$ cat config.mk
export PLATFORM = sky130hd
export DESIGN_NAME = tbt_op_master
export DESIGN_NICKNAME = d
export VERILOG_FILES = /design/src/rtl/tbt_op_master.sv
export SDC_FILE = /design/constraint.sdc
export NUM_CORES = 1
export LEC_CHECK = 0
export BUFFER_PORTS_ARGS = -buffer_cell sky130_fd_sc_hd__buf_2
export CORE_MARGIN = 2
export CORE_UTILIZATION = 55
export DETAILED_ROUTE_END_ITERATION = 8
export PLACE_DENSITY = 0.83
export SYNTH_ARGS = -nofsm -noshare
export SYNTH_HDL_FRONTEND = slang
export SYNTH_SLANG_ARGS = --single-unit
$ cat constraint.sdc
create_clock -name clk -period 2.9 [get_ports clk]
set_input_delay 0 -clock clk [delete_from_list [all_inputs] [get_ports clk]]
set_output_delay 0 -clock clk [all_outputs]
set_load 0.02 [all_outputs]
$ cat src/rtl/tbt_op_master.sv
`default_nettype none
// ----------------------------------------------------------------------------
// tbt_op_master : streams two 2x2 operand matrices to an external adder and
//                 streams the 2x2 sum back out. Watchdog: TBT_OP_MASTER_WATCHDOG_EN
// Revision 1.0
// ----------------------------------------------------------------------------
module tbt_op_master #(
   parameter int TIMEOUT_CYCLES = 1024
) (
   input  logic         clk,
   input  logic         reset,
   input  logic [31:0]  in_data,
   input  logic         in_valid,
   output logic         in_ready,
   output logic         A_stb,
   output logic         B_stb,
   output logic [127:0] A,
   output logic [127:0] B,
   input  logic         result_ready,
   input  logic [127:0] result,
   output logic         result_ack,
   output logic [31:0]  out_data,
   output logic         out_valid,
   input  logic         out_ready,
   output logic         busy
`ifdef TBT_OP_MASTER_WATCHDOG_EN
   ,
   output logic         timeout_err
`endif
);

   typedef enum logic [2:0] {
      S_LOAD     = 3'd0,
      S_REQ      = 3'd1,
      S_WAIT_RES = 3'd2,
      S_ACK      = 3'd3,
      S_DRAIN    = 3'd4
   } state_t;

   state_t         state_q;
   logic [2:0]     cnt_q;
   logic [1:0]     idx_q;
   logic [127:0]   a_q;
   logic [127:0]   b_q;
   logic [127:0]   buf_q;

`ifdef TBT_OP_MASTER_WATCHDOG_EN
   localparam int WD_W = $clog2(TIMEOUT_CYCLES + 1);
   logic [WD_W-1:0] wd_cnt_q;
   logic            timeout_err_q;
   assign timeout_err = timeout_err_q;
`else
   logic w_unused_cfg;
   assign w_unused_cfg = (TIMEOUT_CYCLES < 1);
`endif

   // Handshake outputs decode the registered state; reset masks them in the reset cycle too.
   assign in_ready   = !reset && (state_q == S_LOAD);
   assign A_stb      = !reset && (state_q == S_REQ) && !result_ready;
   assign B_stb      = A_stb;
   assign result_ack = !reset && (state_q == S_ACK);
   assign out_valid  = !reset && (state_q == S_DRAIN);
   assign busy       = !reset && (state_q != S_LOAD);
   assign A          = a_q;
   assign B          = b_q;
   assign out_data   = buf_q[{idx_q, 5'b0} +: 32];

   always_ff @(posedge clk) begin
      if (reset) begin
         state_q <= S_LOAD;
         cnt_q   <= 3'd0;
         idx_q   <= 2'd0;
         a_q     <= '0;
         b_q     <= '0;
         buf_q   <= '0;
`ifdef TBT_OP_MASTER_WATCHDOG_EN
         wd_cnt_q      <= '0;
         timeout_err_q <= 1'b0;
`endif
      end else begin
         case (state_q)
            S_LOAD: begin
               if (in_valid) begin
                  if (!cnt_q[2]) a_q[{cnt_q[1:0], 5'b0} +: 32] <= in_data;
                  else           b_q[{cnt_q[1:0], 5'b0} +: 32] <= in_data;
                  cnt_q <= cnt_q + 3'd1;
                  if (cnt_q == 3'd7) state_q <= S_REQ;
               end
            end
            // A stale result_ready from the previous operation must fall before we strobe.
            S_REQ: begin
               if (!result_ready) begin
                  state_q <= S_WAIT_RES;
`ifdef TBT_OP_MASTER_WATCHDOG_EN
                  wd_cnt_q <= '0;
`endif
               end
            end
            S_WAIT_RES: begin
               if (result_ready) begin
                  buf_q   <= result;
                  state_q <= S_ACK;
               end
`ifdef TBT_OP_MASTER_WATCHDOG_EN
               else if (wd_cnt_q == WD_W'(TIMEOUT_CYCLES - 1)) begin
                  timeout_err_q <= 1'b1;
                  state_q       <= S_LOAD;
               end else begin
                  wd_cnt_q <= wd_cnt_q + WD_W'(1);
               end
`endif
            end
            S_ACK: begin
               idx_q   <= 2'd0;
               state_q <= S_DRAIN;
            end
            S_DRAIN: begin
               if (out_ready) begin
                  idx_q <= idx_q + 2'd1;
                  if (idx_q == 2'd3) state_q <= S_LOAD;
               end
            end
            default: state_q <= S_LOAD;
         endcase
      end
   end

endmodule
`default_nettype wire

==> results of run 1 <==
cell usage after synthesis (all sizes together):
cell type,instances
mux2i,194
nor2,10
nand4bb,2
nor3b,1
o21ai,3
nor4,1
a21oi,132
clkbuf,52
xnor2,1
nor4b,5
a211oi,1
and3,4
buf,82
and4bb,4
o32ai,64
ha,7
nand3,6
nor3,4
a21boi,1
dfxtp,392
nand2,391
and2b,20
mux4,32
nand2b,193
or2,1
inv,67
nor2b,13
flip-flops by register name (all words and copies together) (netlist names):
| register | flops |
|---|---|
| A | 128 |
| state_q | 3 |
| buf_q | 128 |
| idx_q | 2 |
| B | 128 |
| cnt_q | 3 |
final cells by class:
class	count	area share, %
flip-flops and latches	392	35.6
clock buffers	62	5.66
well taps	390	2.21
diodes	3	0.0340
repair buffers	653	19.7
inverters	67	1.14
multi-input cells	1090	35.2
clock inverters	14	0.488
critical path, delay by kind of cell (launching register included):
family | cells | cell delay [ps]
DFF | 1 | 550
AOI/OAI and AO/OA | 1 | 150
and+or+nand+nor | 2 | 190
buffers and inverters | 2 | 1100
adders and majority gates | 2 | 470
per-stage QoR:
stage               total power [mW]  std cells  hold WS, ps
floorplan                       6.05       1683          136
global placement                6.35       2432          240
detailed placement              6.36       2432          248
CTS                             11.7       2668         6.37
global route                    12.0       2671         15.7
finish                          11.7       2671         27.8
per-layer routing:
layer / GRT usage, % / vias to the layer above
met4: 20.5 / 0
met2: 60.4 / 909
li1: - / 6741
met5: 0 / -
met1: 37.6 / 7239
met3: 10.9 / 270
repair_timing:
action	4_1_cts	5_1_grt
endpoints found under the hold margin	251	0
setup buffers	0	0
hold buffers	160	0
gates resized for setup	0	0
how the worst max path moves through the flow:
stage,from,endpoint,slack (ps)
4_1_cts,cnt_q[0]$_SDFFE_PP0P_,state_q[0]$_SDFFE_PP0P_,410
6_report,cnt_q[0]$_SDFFE_PP0P_,state_q[0]$_SDFFE_PP0P_,370
3_5_place_dp,cnt_q[0]$_SDFFE_PP0P_,B[24]$_SDFFE_PP0P_,550
3_3_place_gp,cnt_q[0]$_SDFFE_PP0P_,B[0]$_SDFFE_PP0P_,710
5_1_grt,cnt_q[0]$_SDFFE_PP0P_,state_q[0]$_SDFFE_PP0P_,270
2_1_floorplan,cnt_q[0]$_SDFFE_PP0P_,A[104]$_SDFFE_PP0P_,960
logic make-up (layout without fill, tap and decap cells):
| group | after synthesis | in the layout | synth area share [%] |
|---|---|---|---|
| multiplexers | 226 | 226 | 16.2 |
| AO/OA/AOI/OAI | 201 | 201 | 10.3 |
| AND/OR/NAND/NOR | 655 | 655 | 19.9 |
| XOR/XNOR | 1 | 1 | 0.0531 |
| adder cells (fa/ha/maj) | 7 | 7 | 0.531 |
| buffers and inverters | 201 | 796 | 5.47 |
| other | 0 | 3 | 0 |
| flip-flops | 392 | 392 | 47.6 |
layout by cell type (no fill, tap or decap), types with 21 or more instances in the layout:
| cell | n |
|---|---|
| nand2_1 | 369 |
| dfxtp_1 | 391 |
| o32ai_2 | 60 |
| mux2i_1 | 194 |
| buf_4 | 21 |
| clkbuf_16 | 43 |
| buf_2 | 457 |
| nand2_2 | 22 |
| mux4_2 | 32 |
| dlygate4sd3_1 | 160 |
| a21oi_1 | 132 |
| inv_1 | 67 |
| nand2b_1 | 193 |
where the power goes:
part	leakage, nW	internal (mW)	total (mW)	switching, mW
clock network	0.671	3.07	5.27	2.20
registers	3.16	5.42	5.44	0.0232
logic	6.02	0.453	0.998	0.545
total	9.85	8.94	11.7	2.76
==> results list, run 1 <==
* Status: completed
- Fin crit period: approximately 2500 ps
- The number of slew-limit violations in the final report was 0.
- A synthesized cell averages 9.79 um^2.
- The filler cells instantiated in the layout total 1888.
- The worst path meets setup with 373 ps of slack.
- Total power divided by cell area: ~530 mW/mm^2
* CTS root buf: clkbuf_16
* Highest net fanout along the worst path: 10
- The path with the worst hold slack has its endpoint at A[108]$_SDFFE_PP0P_.
- The floorplan step defined a die boundary enclosing roughly 0.031 mm^2.
- Pre-CTS WS: between 500 and 600 ps
- Cells traversed along the worst timing path: ha_1 > ha_1 > nand2_1 > o21ai_0 > dlygate4sd3_1 > and3_1 > dlygate4sd3_1
- Setup violations remaining at the end of the flow were counted as 0.
* Global placer's final weighted congestion: 0.856
- Synth Net Count: between 1500 and 2000
* Share of post-route cells with drive strength above 1: about 30%
- During I/O placement, the number of pins put on the boundary was about 460.
* Via count: between 15000 and 20000
* Total of max-cap violations: 0
- The final layout contains routed wiring with a total length of ~57000 um.
- Area taken by flip-flops and latches: ~0.0078 mm^2
- For this run, design rule violations remaining after detail routing come to 0.
- Total number of clock tree sinks: about 390
* Number of hold violations in the final report: 0
- Area of placed instances: ~0.019 mm^2
- Measured along the y axis, the die boundary spans 177 um.
- Setup TNS: 0 ps
- Arrival time of data at the critical path endpoint: around 3000 ps
* Register bit count reported by yosys: 392
- Post-DR wirelength/cell: between 20 and 25 um
- Dividing the detail-routed via count by the number of cells gives about 5.7.
- Fmax: between 0.3 and 0.4 GHz
* Overall track demand over capacity in global routing: a little over a third
- The synthesized netlist occupies a cell area of 0.0165 mm^2.
* Largest net degree at the start of global routing: between 150 and 200
* Worst-Skew Late Latency: around 540 ps
- Worst R2R Start: cnt_q[0]$_SDFFE_PP0P_
- Sequential cell area fraction in the yosys report: between 40% and 50%
* Number of instances in the synthesized netlist: ~1700
* Signed area change from the synthesized netlist to the final layout: 33.8%
* Yosys cell types: 35
- Core area: around 0.030 mm^2
- The clock passes through at most 3 buffers.
- Type of destination of the critical path: flip-flop
* Critical path launch point type: flip-flop
* DRT met1 WL: about 20000 um
- TritonCTS built the clock tree.
- Setup slack of the most critical reg-to-reg path: roughly 370 ps
- Top-area cell type share of the netlist area: between 40% and 50%
- Number of buffers added by the clock tree synthesis step: between 40 and 50
- Uppermost routed layer: met4
- Post-route core utilization: between 70% and 80%
- In this run the tightest slew margin relative to its limit is between 20% and 30%.
- Slew at the pin with the worst max-slew slack: 1110 ps
- Number of buffers inserted by port buffering: 458
- Ranking of synthesized cells by area: dfxtp_1 48%, mux2i_1 12%, nand2_1 8.4%
- Number of global-route vias before repair: about 16000
- The first detailed-routing pass ran for 7 iterations.
- Data required time at the worst endpoint: 3370 ps
- Between clock sinks in the finished design, the worst skew comes to 16.5 ps.
* Crit Path Category: reg -> reg
* GRT Residual Overflow: 0
- Final Cycle Share: a little under 90%
- Number of cell instances on the worst register-to-register path: 7
- On the worst path, the slowest cell contributes a delay of 560 ps.
- The worst hold path belongs to the class in -> reg.
- Setup repair after global routing left no endpoint under its margin.
- Clock slew at the register clock pins of the worst setup and hold paths: about 60 ps
- Leakage power of the design: between 9 and 10 nW
- Detail Route Antenna Nets: 0
- Amount of wire on met2 after detailed routing: between 20000 and 30000 um
- Antenna violations before repair: 3
- Number of violations reported at the end of detailed-routing iteration 0: around 1300
* Cell with the largest stage delay on the worst path: dlygate4sd3_1
- Die Span X: about 180 um
- Number of warnings reported in the yosys synthesis log: 0
- CTS H-tree lvls: 2
- Cell depth of the worst min-delay path: 4
- VDD sags by at most about 0.41 mV.
- Hold Startpoint: in_data[12]
- Detailed placer's ending HPWL: between 30000 and 40000 um
- Biggest area consumer among synthesized cells: dfxtp_1
- The first global-routing pass estimated roughly 86000 um of wire.
* FP Rows: 63
* Routed met3 length: between 5000 and 6000 um
- For this run, the post-layout net count is 2417.
- The worst register-to-register path ends at state_q[0]$_SDFFE_PP0P_.
* Starting Density: ~56%
- Multi-input logic area: about 0.0078 mm^2
* Area of all placed cells without fillers: between 0.02 and 0.025 mm^2
Power figures use the tool's default switching activity.
==> run 2: changes to the inputs <==
Clock period 2.9 ns to 3.28 ns, I/O delays scaled along.
==> results list, run 2 (synthesized netlist as in run 1, its figures left out) <==
- Status: completed (unchanged).
- The total wirelength of the detailed-routed design is 56900 um (was 56800 um).
- Post-detailed-route DRC marker count: 0 (unchanged)
- The register area is 0.00785 mm^2 (unchanged).
- Number of buffers added by the clock tree synthesis step: 41 (unchanged)
- Number of global-route vias before repair: 15581 (was 15806)
- The startpoint-to-endpoint class of the critical path was reg -> reg (unchanged).
- The number of cells upsized or downsized after cts was 0 (unchanged).
* Cell with the largest stage delay on the worst path: and4bb_2 (was dlygate4sd3_1)
- Unrepaired setup endpoints after global routing: false (unchanged).
- The routability-driven placement congestion ratio was 0.850 (was 0.856).
- Slew at the pin with the worst max-slew slack: 1010 ps (was 1110 ps)
- Multi-input logic area: 0.00776 mm^2 (unchanged)
* Total power divided by cell area: 476 mW/mm^2 (was 531 mW/mm^2)
* CTS root buf: clkbuf_16 (unchanged)
- Layout Nets: 2412 (was 2417)
- Total of max-cap violations: 0 (unchanged)
- Number of detailed-route iterations in the first pass: 6 (was 7)
- Y dimension of the die: 177 um (unchanged)
* Hold Startpoint: in_data[25] (was in_data[12])
- Setup TNS: 0 ps (unchanged)
* Post-route core utilization: 74.3% (was 74.6%)
* Post-DR wirelength/cell: 21.3 um (about the same)
* Fin crit period: 2560 ps (was 2530 ps)
- Destination of the worst register-to-register timing path: A[6]$_SDFFE_PP0P_ (was state_q[0]$_SDFFE_PP0P_)
- The worst setup path endpoint is A[6]$_SDFFE_PP0P_ (was state_q[0]$_SDFFE_PP0P_).
- The delay contributed by the slowest stage of the critical path was 920 ps (was 560 ps).
* Detail Route Antenna Nets: 0 (unchanged)
* Worst path top cell family by delay: simple AND/OR/NAND/NOR gates (was buffers and inverters)
- The number of levels in the clock H-tree came to 2 (unchanged).
- The number of vias after detailed routing is 14974 (was 15159).
- Area of all placed cells without fillers: 0.0220 mm^2 (was 0.0221 mm^2)
* Worst setup skew after layout: 17.8 ps (was 16.5 ps)
- Arrival time of data at the critical path endpoint: 2980 ps (was 2990 ps)
- Share of post-route cells with drive strength above 1: 30.5% (was 30.3%)
- Largest net degree at the start of global routing: 177 (was 195)
- Number of hold violations in the final report: 0 (unchanged)
- The maximum frequency from static timing analysis came to 0.391 GHz (was 0.396 GHz).
- Highest net fanout along the worst path: 32 (was 10)
- The count of port buffers added during placement came to 458 (unchanged).
- Area of placed instances: 0.0190 mm^2 (was 0.0191 mm^2)
* Buffer levels on the longest clock path: 3 (unchanged)
- The overall overflow remaining after global route was 0 (unchanged).
- The data required time of the critical path came to 3700 ps (was 3370 ps).
- Top library cells by usage in the layout, fill and taps aside: 457 x buf_2, 391 x dfxtp_1, 369 x nand2_1, 194 x mux2i_1, 193 x nand2b_1 (unchanged).
- The average via count per standard cell was 5.61 (was 5.68).
- I/O pin total: 459 (unchanged)
- Final non-filler cell total: 2667 (was 2671)
* Fill cell instance count of the final layout: 1875 (was 1888)
- The insertion delay to the later sink of the worst-skew pair was 530 ps (was 540 ps).
* Full die area: 0.0314 mm^2 (unchanged)
- The HPWL reported at the end of detailed placement is 34000 um (was 34400 um).
- Critical path launch point type: flip-flop (unchanged)
- Number of max-slew violations in the final report: 0 (unchanged)
- Overall track demand over capacity in global routing: 35.1% (was 35.0%)
* Final Cycle Share: 78.0% (was 87.1%)
- The relative slew slack was 32.4% (was 26.1%).
- The launch point of the worst path is cnt_q[0]$_SDFFE_PP0P_ (unchanged).
* Min-delay worst type: in -> reg (unchanged)
- Leakage power of the design: 9.82 nW (was 9.85 nW)
* Type of destination of the critical path: flip-flop (unchanged)
- Most common library cell in the layout ignoring fill and taps: buf_2 (unchanged)
* Number of cell instances on the worst register-to-register path: 5 (was 7)
- The number of antenna violations at the first check in global routing came to 5 (was 3).
* CTS tree: built (unchanged)
* Die Span X: 177 um (unchanged)
- PnR worst setup slack: 723 ps (was 373 ps)
- Pre-CTS WS: 734 ps (was 554 ps)
- The site row count came to 63 (unchanged).
- The peak supply drop is 0.326 mV (was 0.413 mV).
* Global-route wire length before repair: 86000 um (about the same)
- The reg-to-reg startpoint is cnt_q[0]$_SDFFE_PP0P_ (unchanged).
- Clock slew at the register clock pins of the worst setup and hold paths: 60 ps (about the same)
- The relative area change from synthesis to final layout was 33.2% (was 33.8%).
- Cells traversed along the worst timing path: inv_1 > ha_1 > and4bb_2 > nand2_1 > o32ai_2 (was ha_1 > ha_1 > nand2_1 > o21ai_0 > dlygate4sd3_1 > and3_1 > dlygate4sd3_1).
- Starting Density: 55.8% (unchanged)
* Finish-stage setup viols: 0 (unchanged)
- Total number of clock tree sinks: 392 (unchanged)
- Number of cells on the critical path: 5 (was 7)
- Number of placed cells counting well taps: 2433 (was 2432)
- The count of buffering cells on the critical path with inverters included came to 1 (was 2).
- The violation count after the first detailed-route iteration was 1156 (was 1311).
* Setup slack of the most critical reg-to-reg path: 720 ps (was 370 ps)
* Core area: 0.0296 mm^2 (unchanged)
## run 2: cell types whose count changed in the layout (fill, tap and decap cells not counted), moves of 2 or more
| cell | previous run | this run |
|---|---|---|
| bufinv_16 | 1 | 3 |
| inv_6 | 1 | 3 |
| dlygate4sd3_1 | 160 | 154 |
| clkbuf_1 | 9 | 6 |
| diode_2 | 3 | 5 |
| buf_4 | 21 | 29 |
| buf_12 | 14 | 7 |
## run 2: final cells by class
cell class | instances | share of cell area, %
Sequential cell | 392 | 35.7
Clock inverter | 17 | 0.792
Clock buffer | 58 | 5.57
Multi-Input combinational cell | 1090 | 35.3
Timing Repair Buffer | 648 | 19.1
Inverter | 67 | 1.15
Tap cell | 390 | 2.22
Antenna cell | 5 | 0.0570
## run 2: worst min path at each step
stage	endpoint	slack (ps)	depth (start not counted)
6_report	A[121]$_SDFFE_PP0P_	10	4
5_1_grt	A[110]$_SDFFE_PP0P_	20	4
4_1_cts	A[110]$_SDFFE_PP0P_	0.4	4
3_5_place_dp	buf_q[50]$_SDFFE_PP0P_	250	3
3_3_place_gp	buf_q[52]$_SDFFE_PP0P_	240	3
2_1_floorplan	buf_q[0]$_SDFFE_PP0P_	140	2
## run 2: worst reg2reg max path, stage by stage (launching register included)
cell and delay [ps]:
dfxtp_1 540, inv_1 150, ha_1 430, and4bb_2 920, nand2_1 250, o32ai_2 180
## run 2: power by group
group	internal, mW	leakage, nW	switching, mW
registers	4.79	3.16	0.0209
logic	0.384	5.96	0.478
clock network	2.85	0.697	1.94
total	8.02	9.82	2.44
## run 2: what timing repair did
item / in CTS / in global routing
setup buffers: 0 / 0
hold buffers: 154 / 0
endpoints found under the hold margin: 240 / 0
## run 2: layer usage
layer / track usage [%] / share of wire, % / vias up
met5: 0 / 0 / -
met4: 19.1 / 5.6 / 0
met3: 11.5 / 10 / 233
met2: 59.1 / 47 / 884
met1: 39.3 / 37 / 7128
li1: - / - / 6729
## run 2: through the flow
| stage | total power [mW] | hold slack, ps |
|---|---|---|
| after floorplan | 5.35 | 136 |
| after global placement | 5.60 | 239 |
| after detailed placement | 5.61 | 247 |
| after CTS | 10.5 | 0.448 |
| after global routing | 10.7 | 20.4 |
| final | 10.5 | 13.3 |
